**src/rtl/alu_issue_if.sv**
```systemverilog
// alu_issue_if: request, ALU, response and debug signals of the ALU sequencer
interface alu_issue_if #(parameter int WIDTH = 4, parameter int NREGS = 4);
  localparam int AW = $clog2(NREGS);
  logic             req_valid;
  logic             req_ready;
  logic [2:0]       req_op;
  logic [AW-1:0]    req_rd;
  logic [AW-1:0]    req_rs1;
  logic [AW-1:0]    req_rs2;
  logic             req_imm_en;
  logic [WIDTH-1:0] req_imm;
  logic [WIDTH-1:0] alu_a;
  logic [WIDTH-1:0] alu_b;
  logic [2:0]       alu_s;
  logic [WIDTH-1:0] alu_y;
  logic             rsp_valid;
  logic             rsp_ready;
  logic [WIDTH-1:0] rsp_data;
  logic [AW-1:0]    rsp_rd;
  logic [AW-1:0]    dbg_addr;
  logic [WIDTH-1:0] dbg_data;
  modport master (
    output req_valid, req_op, req_rd, req_rs1, req_rs2, req_imm_en, req_imm,
    output alu_y, rsp_ready, dbg_addr,
    input  req_ready, alu_a, alu_b, alu_s, rsp_valid, rsp_data, rsp_rd, dbg_data
  );
  modport slave (
    input  req_valid, req_op, req_rd, req_rs1, req_rs2, req_imm_en, req_imm,
    input  alu_y, rsp_ready, dbg_addr,
    output req_ready, alu_a, alu_b, alu_s, rsp_valid, rsp_data, rsp_rd, dbg_data
  );
endinterface

```
**src/rtl/alu_issue.sv**
```systemverilog
// alu_issue: sequences register-file ALU instructions through an external combinational ALU
module alu_issue #(
  parameter int WIDTH = 4,
  parameter int NREGS = 4
) (
  input logic        clk,
  input logic        rst,
  alu_issue_if.slave bus
);
  localparam int AW = $clog2(NREGS);
  typedef enum logic [1:0] {IDLE, EXEC, RESP} state_t;
  state_t           state_q, state_d;
  logic [WIDTH-1:0] regs_q [NREGS];
  logic [WIDTH-1:0] regs_d [NREGS];
  logic [WIDTH-1:0] op_a_q, op_a_d, op_b_q, op_b_d, result_q, result_d;
  logic [2:0]       op_s_q, op_s_d;
  logic [AW-1:0]    rd_q, rd_d;
  logic             accept, exec;
  // r0 is never written, so reading regs_q[0] always yields zero
  always_comb begin
    accept   = state_q == IDLE && bus.req_valid;
    exec     = state_q == EXEC;
    state_d  = state_q == IDLE ? (bus.req_valid ? EXEC : IDLE) :
               exec ? RESP :
               (bus.rsp_ready || state_q != RESP) ? IDLE : RESP;
    op_a_d   = accept ? regs_q[bus.req_rs1] : op_a_q;
    op_b_d   = accept ? (bus.req_imm_en ? bus.req_imm : regs_q[bus.req_rs2]) : op_b_q;
    op_s_d   = accept ? bus.req_op : op_s_q;
    rd_d     = accept ? bus.req_rd : rd_q;
    result_d = exec ? bus.alu_y : result_q;
    regs_d   = regs_q;
    if (exec && rd_q != '0) regs_d[rd_q] = bus.alu_y;
  end
  always_ff @(posedge clk) begin
    if (rst) begin
      state_q  <= IDLE;
      regs_q   <= '{default: '0};
      op_a_q   <= '0;
      op_b_q   <= '0;
      op_s_q   <= '0;
      rd_q     <= '0;
      result_q <= '0;
    end else begin
      state_q  <= state_d;
      regs_q   <= regs_d;
      op_a_q   <= op_a_d;
      op_b_q   <= op_b_d;
      op_s_q   <= op_s_d;
      rd_q     <= rd_d;
      result_q <= result_d;
    end
  end
  assign bus.req_ready = state_q == IDLE;
  assign bus.alu_a     = op_a_q;
  assign bus.alu_b     = op_b_q;
  assign bus.alu_s     = op_s_q;
  assign bus.rsp_valid = state_q == RESP;
  assign bus.rsp_data  = result_q;
  assign bus.rsp_rd    = rd_q;
  assign bus.dbg_data  = regs_q[bus.dbg_addr];
endmodule

```
**src/flat_wrapper.sv**
```systemverilog
// flat-port wrapper written by rule: the top's interface ports become plain ports
module alu_issue_flat 
#(
  parameter int WIDTH = 4,
  parameter int NREGS = 4
)
  (clk, rst, bus_req_valid, bus_req_op, bus_req_rd, bus_req_rs1, bus_req_rs2, bus_req_imm_en, bus_req_imm, bus_alu_y, bus_rsp_ready, bus_dbg_addr, bus_req_ready, bus_alu_a, bus_alu_b, bus_alu_s, bus_rsp_valid, bus_rsp_data, bus_rsp_rd, bus_dbg_data);
  alu_issue_if #(.WIDTH(WIDTH), .NREGS(NREGS)) bus_i ();
  input logic clk;
  input logic rst;
  input wire logic [$bits(bus_i.req_valid)-1:0] bus_req_valid;
  input wire logic [$bits(bus_i.req_op)-1:0] bus_req_op;
  input wire logic [$bits(bus_i.req_rd)-1:0] bus_req_rd;
  input wire logic [$bits(bus_i.req_rs1)-1:0] bus_req_rs1;
  input wire logic [$bits(bus_i.req_rs2)-1:0] bus_req_rs2;
  input wire logic [$bits(bus_i.req_imm_en)-1:0] bus_req_imm_en;
  input wire logic [$bits(bus_i.req_imm)-1:0] bus_req_imm;
  input wire logic [$bits(bus_i.alu_y)-1:0] bus_alu_y;
  input wire logic [$bits(bus_i.rsp_ready)-1:0] bus_rsp_ready;
  input wire logic [$bits(bus_i.dbg_addr)-1:0] bus_dbg_addr;
  output wire logic [$bits(bus_i.req_ready)-1:0] bus_req_ready;
  output wire logic [$bits(bus_i.alu_a)-1:0] bus_alu_a;
  output wire logic [$bits(bus_i.alu_b)-1:0] bus_alu_b;
  output wire logic [$bits(bus_i.alu_s)-1:0] bus_alu_s;
  output wire logic [$bits(bus_i.rsp_valid)-1:0] bus_rsp_valid;
  output wire logic [$bits(bus_i.rsp_data)-1:0] bus_rsp_data;
  output wire logic [$bits(bus_i.rsp_rd)-1:0] bus_rsp_rd;
  output wire logic [$bits(bus_i.dbg_data)-1:0] bus_dbg_data;
  assign bus_i.req_valid = bus_req_valid;
  assign bus_i.req_op = bus_req_op;
  assign bus_i.req_rd = bus_req_rd;
  assign bus_i.req_rs1 = bus_req_rs1;
  assign bus_i.req_rs2 = bus_req_rs2;
  assign bus_i.req_imm_en = bus_req_imm_en;
  assign bus_i.req_imm = bus_req_imm;
  assign bus_i.alu_y = bus_alu_y;
  assign bus_i.rsp_ready = bus_rsp_ready;
  assign bus_i.dbg_addr = bus_dbg_addr;
  assign bus_req_ready = bus_i.req_ready;
  assign bus_alu_a = bus_i.alu_a;
  assign bus_alu_b = bus_i.alu_b;
  assign bus_alu_s = bus_i.alu_s;
  assign bus_rsp_valid = bus_i.rsp_valid;
  assign bus_rsp_data = bus_i.rsp_data;
  assign bus_rsp_rd = bus_i.rsp_rd;
  assign bus_dbg_data = bus_i.dbg_data;
  alu_issue #(.WIDTH(WIDTH), .NREGS(NREGS)) u_core (.clk(clk), .rst(rst), .bus(bus_i));
endmodule
```
**config.mk**
```make
export PLATFORM = sky130hd
export DESIGN_NAME = alu_issue_flat
export DESIGN_NICKNAME = d
export VERILOG_FILES = /design/src/rtl/alu_issue_if.sv /design/src/rtl/alu_issue.sv /design/src/flat_wrapper.sv
export SDC_FILE = /design/constraint.sdc
export NUM_CORES = 1
export LEC_CHECK = 0
export ABC_AREA = 0
export BUFFER_PORTS_ARGS = -buffer_cell sky130_fd_sc_hd__clkbuf_2
export CORE_ASPECT_RATIO = 1.4
export CORE_MARGIN = 1.5
export CORE_UTILIZATION = 57
export CTS_BUF_LIST = sky130_fd_sc_hd__clkbuf_2
export DETAILED_ROUTE_END_ITERATION = 10
export PLACE_DENSITY = 0.87
export SYNTH_ARGS = -nofsm -noshare
export SYNTH_HDL_FRONTEND = slang
export SYNTH_SLANG_ARGS = --single-unit
```
**constraint.sdc**
```tcl
create_clock -name clk -period 1.75 [get_ports clk]
set_input_delay 0.35 -clock clk [delete_from_list [all_inputs] [get_ports clk]]
set_output_delay 0.35 -clock clk [all_outputs]
set_load 0.01 [all_outputs]
```
==> impl_metrics.yaml <==
synth:
  synth_top_area_share_pct: 43.75
  yosysSeqAreaShare_pct: 43.75
  syn_inst: 150
  yosysTopAreaCell: "dfxtp_1"
  synth_cell_types: 21
  yosysWarnings: 0
  syn_nets: 174
  synth_area_leaders: "dfxtp_1 (44%), mux4_2 (11%), mux2i_1 (10%)"
  syn_area_sq_um: 1602
  synth-seq-cells: 35
  avgSynthCellArea_sq_um: 10.68
clock_network:
  ctsRootBufferMaster: "clkbuf_2"
  cts_max_level: 2
  cts_buffers: 5
  cts_tree: "done"
  cts_buffer_depth: 2
  clk_pin_slew_ns: 0.18
  clk_latency_ns: 0.39
  cts.sink_count: 35
job:
  drv_cap: 0
floorplanning:
  die_w_um: 47.80
  die_height_um: 65.72
  start_util_pct: 60.61
  die-area_sq_um: 3141
  core_area_sq_um: 2643
  fp-row-count: 22
  ios: 47
pwr:
  ir_worst_vdd_mv: 0.5549
  p_leak_nw: 0.8527
  p_per_area_nw_per_um2: 797.8
timing:
  finalHoldViolations: 0
  timing.fmax_mhz: 580.0
  tightestPinTransition_ns: 0.6816
  period_share_pct: 98.53
  finalClockSkew_ns: 0.01600
  relSlewSlack_pct: 54.56
  finalSetupViolations: 0
  rsz0062_at_grt: "true"
  hold_ws_ns: 0.1465
  final_max_slew_viol_count: 0
  final.setup.tns_ns: 0
  period_minus_slack_ns: 1.724
outcome:
  status: "completed"
final_layout:
  area_growth_pct: 19.14
  ff_latch_area_sq_um: 714.4
  final_area_sq_um: 1908
  drive_above_1_share_pct: 43.88
  nets: 219
  multi_input_area_sq_um: 832.0
  fillerInstances: 214
  num_antenna_cells: 0
route:
  drt-pass1-iter-count: 4
  vias_per_cell: 5.457
  routed_wl_mm: 3.320
  ant_nets: 0
  drt_iter0_markers: 32
  detail_route.wl_per_cell_um: 14.31
  dr_total_vias: 1266
  drc_errors: 0
hold_path:
  hold_path_depth: 3
  hp-class: "input port to flop"
placement:
  dpl-instance-area_sq_um: 1815
  gp_congestion: 0.7948
  dp_hpwl_mm: 2.473
  port_buffers: 46
worst_setup_path:
  worstPathArrival_ns: 1.37
  path_class: "flop to primary output"
  start_kind: "flop"
  critPathCaptureType: "primary output"
  reg2regPathDepth: 3
  worstPathMaxFanout: 4
  cp.required_ns: 1.40
grt:
  antenna_found_initial: 0
  grt_max_degree: 36
  grt_overflow_total: 0
  grt_pass1_wl_mm: 5.230
  grt_util_all_layers_pct: 24.05
  grt_pass1_vias: 1207
-- kinds of logic (layout without fill, tap and decap cells) --
family,count (synthesis),count (layout),share of synthesized area (%)
and+or+nand+nor,54,54,16.64
AOI/OAI and AO/OA,18,18,7.500
buffers and inverters,11,57,4.297
muxes,32,32,27.81
DFF,35,35,43.75
-- path summary, 6_finish.rpt --
path,from,end,slack [ns]
setup reg to reg,u_core.state_q[0],u_core.regs_q[9],0.42
setup / recovery,u_core.regs_q[15],bus_dbg_data[3],0.03
hold reg to reg,u_core.bus.alu_a[3],u_core.bus.alu_a[3],0.47
hold / removal,bus_req_op[1],u_core.bus.alu_s[1],0.15
-- flip-flops by register name, indices dropped and copies added (netlist names) --
signal               flops
u_core.bus.alu_s         3
u_core.bus.alu_a         4
u_core.regs_q           16
u_core.bus.alu_b         4
u_core.state_q           2
u_core.bus.rsp_data      4
u_core.bus.rsp_rd        2
-- where the power goes --
group	switching, W	internal [W]
registers	0.0000206	0.000823
logic	0.0000969	0.0000827
clock network	0.000264	0.000235
-- per-layer routing --
layer  vias to the layer above  global-route usage (%)  wire length (um)
met4                         0                   10.14                66
met5                         -                       0                 0
met3                         7                   8.516               202
met1                       580                   28.09              1317
li1                        628                       -                 -
met2                        51                   38.33              1733
-- per-stage QoR --
step           util (%)  std cells  setup slack, ns  total power [W]
2_1_floorplan         -        150           0.4734        0.0009720
5_1_grt           72.21        232         -0.04306         0.001599
3_3_place_gp      68.70        222           0.2286         0.001032
3_5_place_dp      68.70        222           0.2178         0.001040
4_1_cts           71.12        230         0.001928         0.001531
6_report          72.21        232          0.02576         0.001522
-- timing repair --
action	CTS	global route
gates resized for setup	0	11
endpoints found under the hold margin	0	0
buffers inserted	0	2
hold buffers	0	0
endpoints found under the setup margin	0	4
-- area by class of cell --
cell class	instances	share of cell area [%]
clock buffers	5	1.311
clock inverters	3	2.033
multi-input cells	104	43.61
flip-flops and latches	35	37.44
well taps	36	2.361
repair buffers	49	13.25
-- placed cells by master (no fill, tap or decap) --
cell type  Yosys  layout
nand4b_1       1       1
nor2b_1        5       5
clkbuf_2       2      51
nand2_1       18      18
nor2_1        23      23
nand2b_1       2       2
or3b_1         1       1
mux4_2         8       8
clkinv_2       0       1
buf_4          0       3
and4bb_2       2       2
mux2_2         4       4
mux2i_1       16      16
a211oi_1       4       4
mux2_4         4       4
dfxtp_1       35      24
clkinv_1       0       1
bufinv_16      0       1
and2b_1        1       1
nor3b_4        1       1
a222oi_1       4       4
dfxtp_2        0      11
a21oi_1       10      10
-- cells in the mapped netlist (all sizes together) --
library cell  number
mux2i             16
a211oi             4
nor3b              1
mux2               8
nand4b             1
mux4               8
clkbuf             6
nand2             18
nand2b             2
a222oi             4
and2b              1
nor2b              5
and4bb             2
a21oi             10
nor2              23
buf                5
or3b               1
dfxtp             35
-- worst max-delay path: stages (launching register included) --
cell and delay (ns):
dfxtp_2 0.38, mux4_2 0.46, clkbuf_2 0.14
Note: power is estimated with default switching activity, not from simulation.
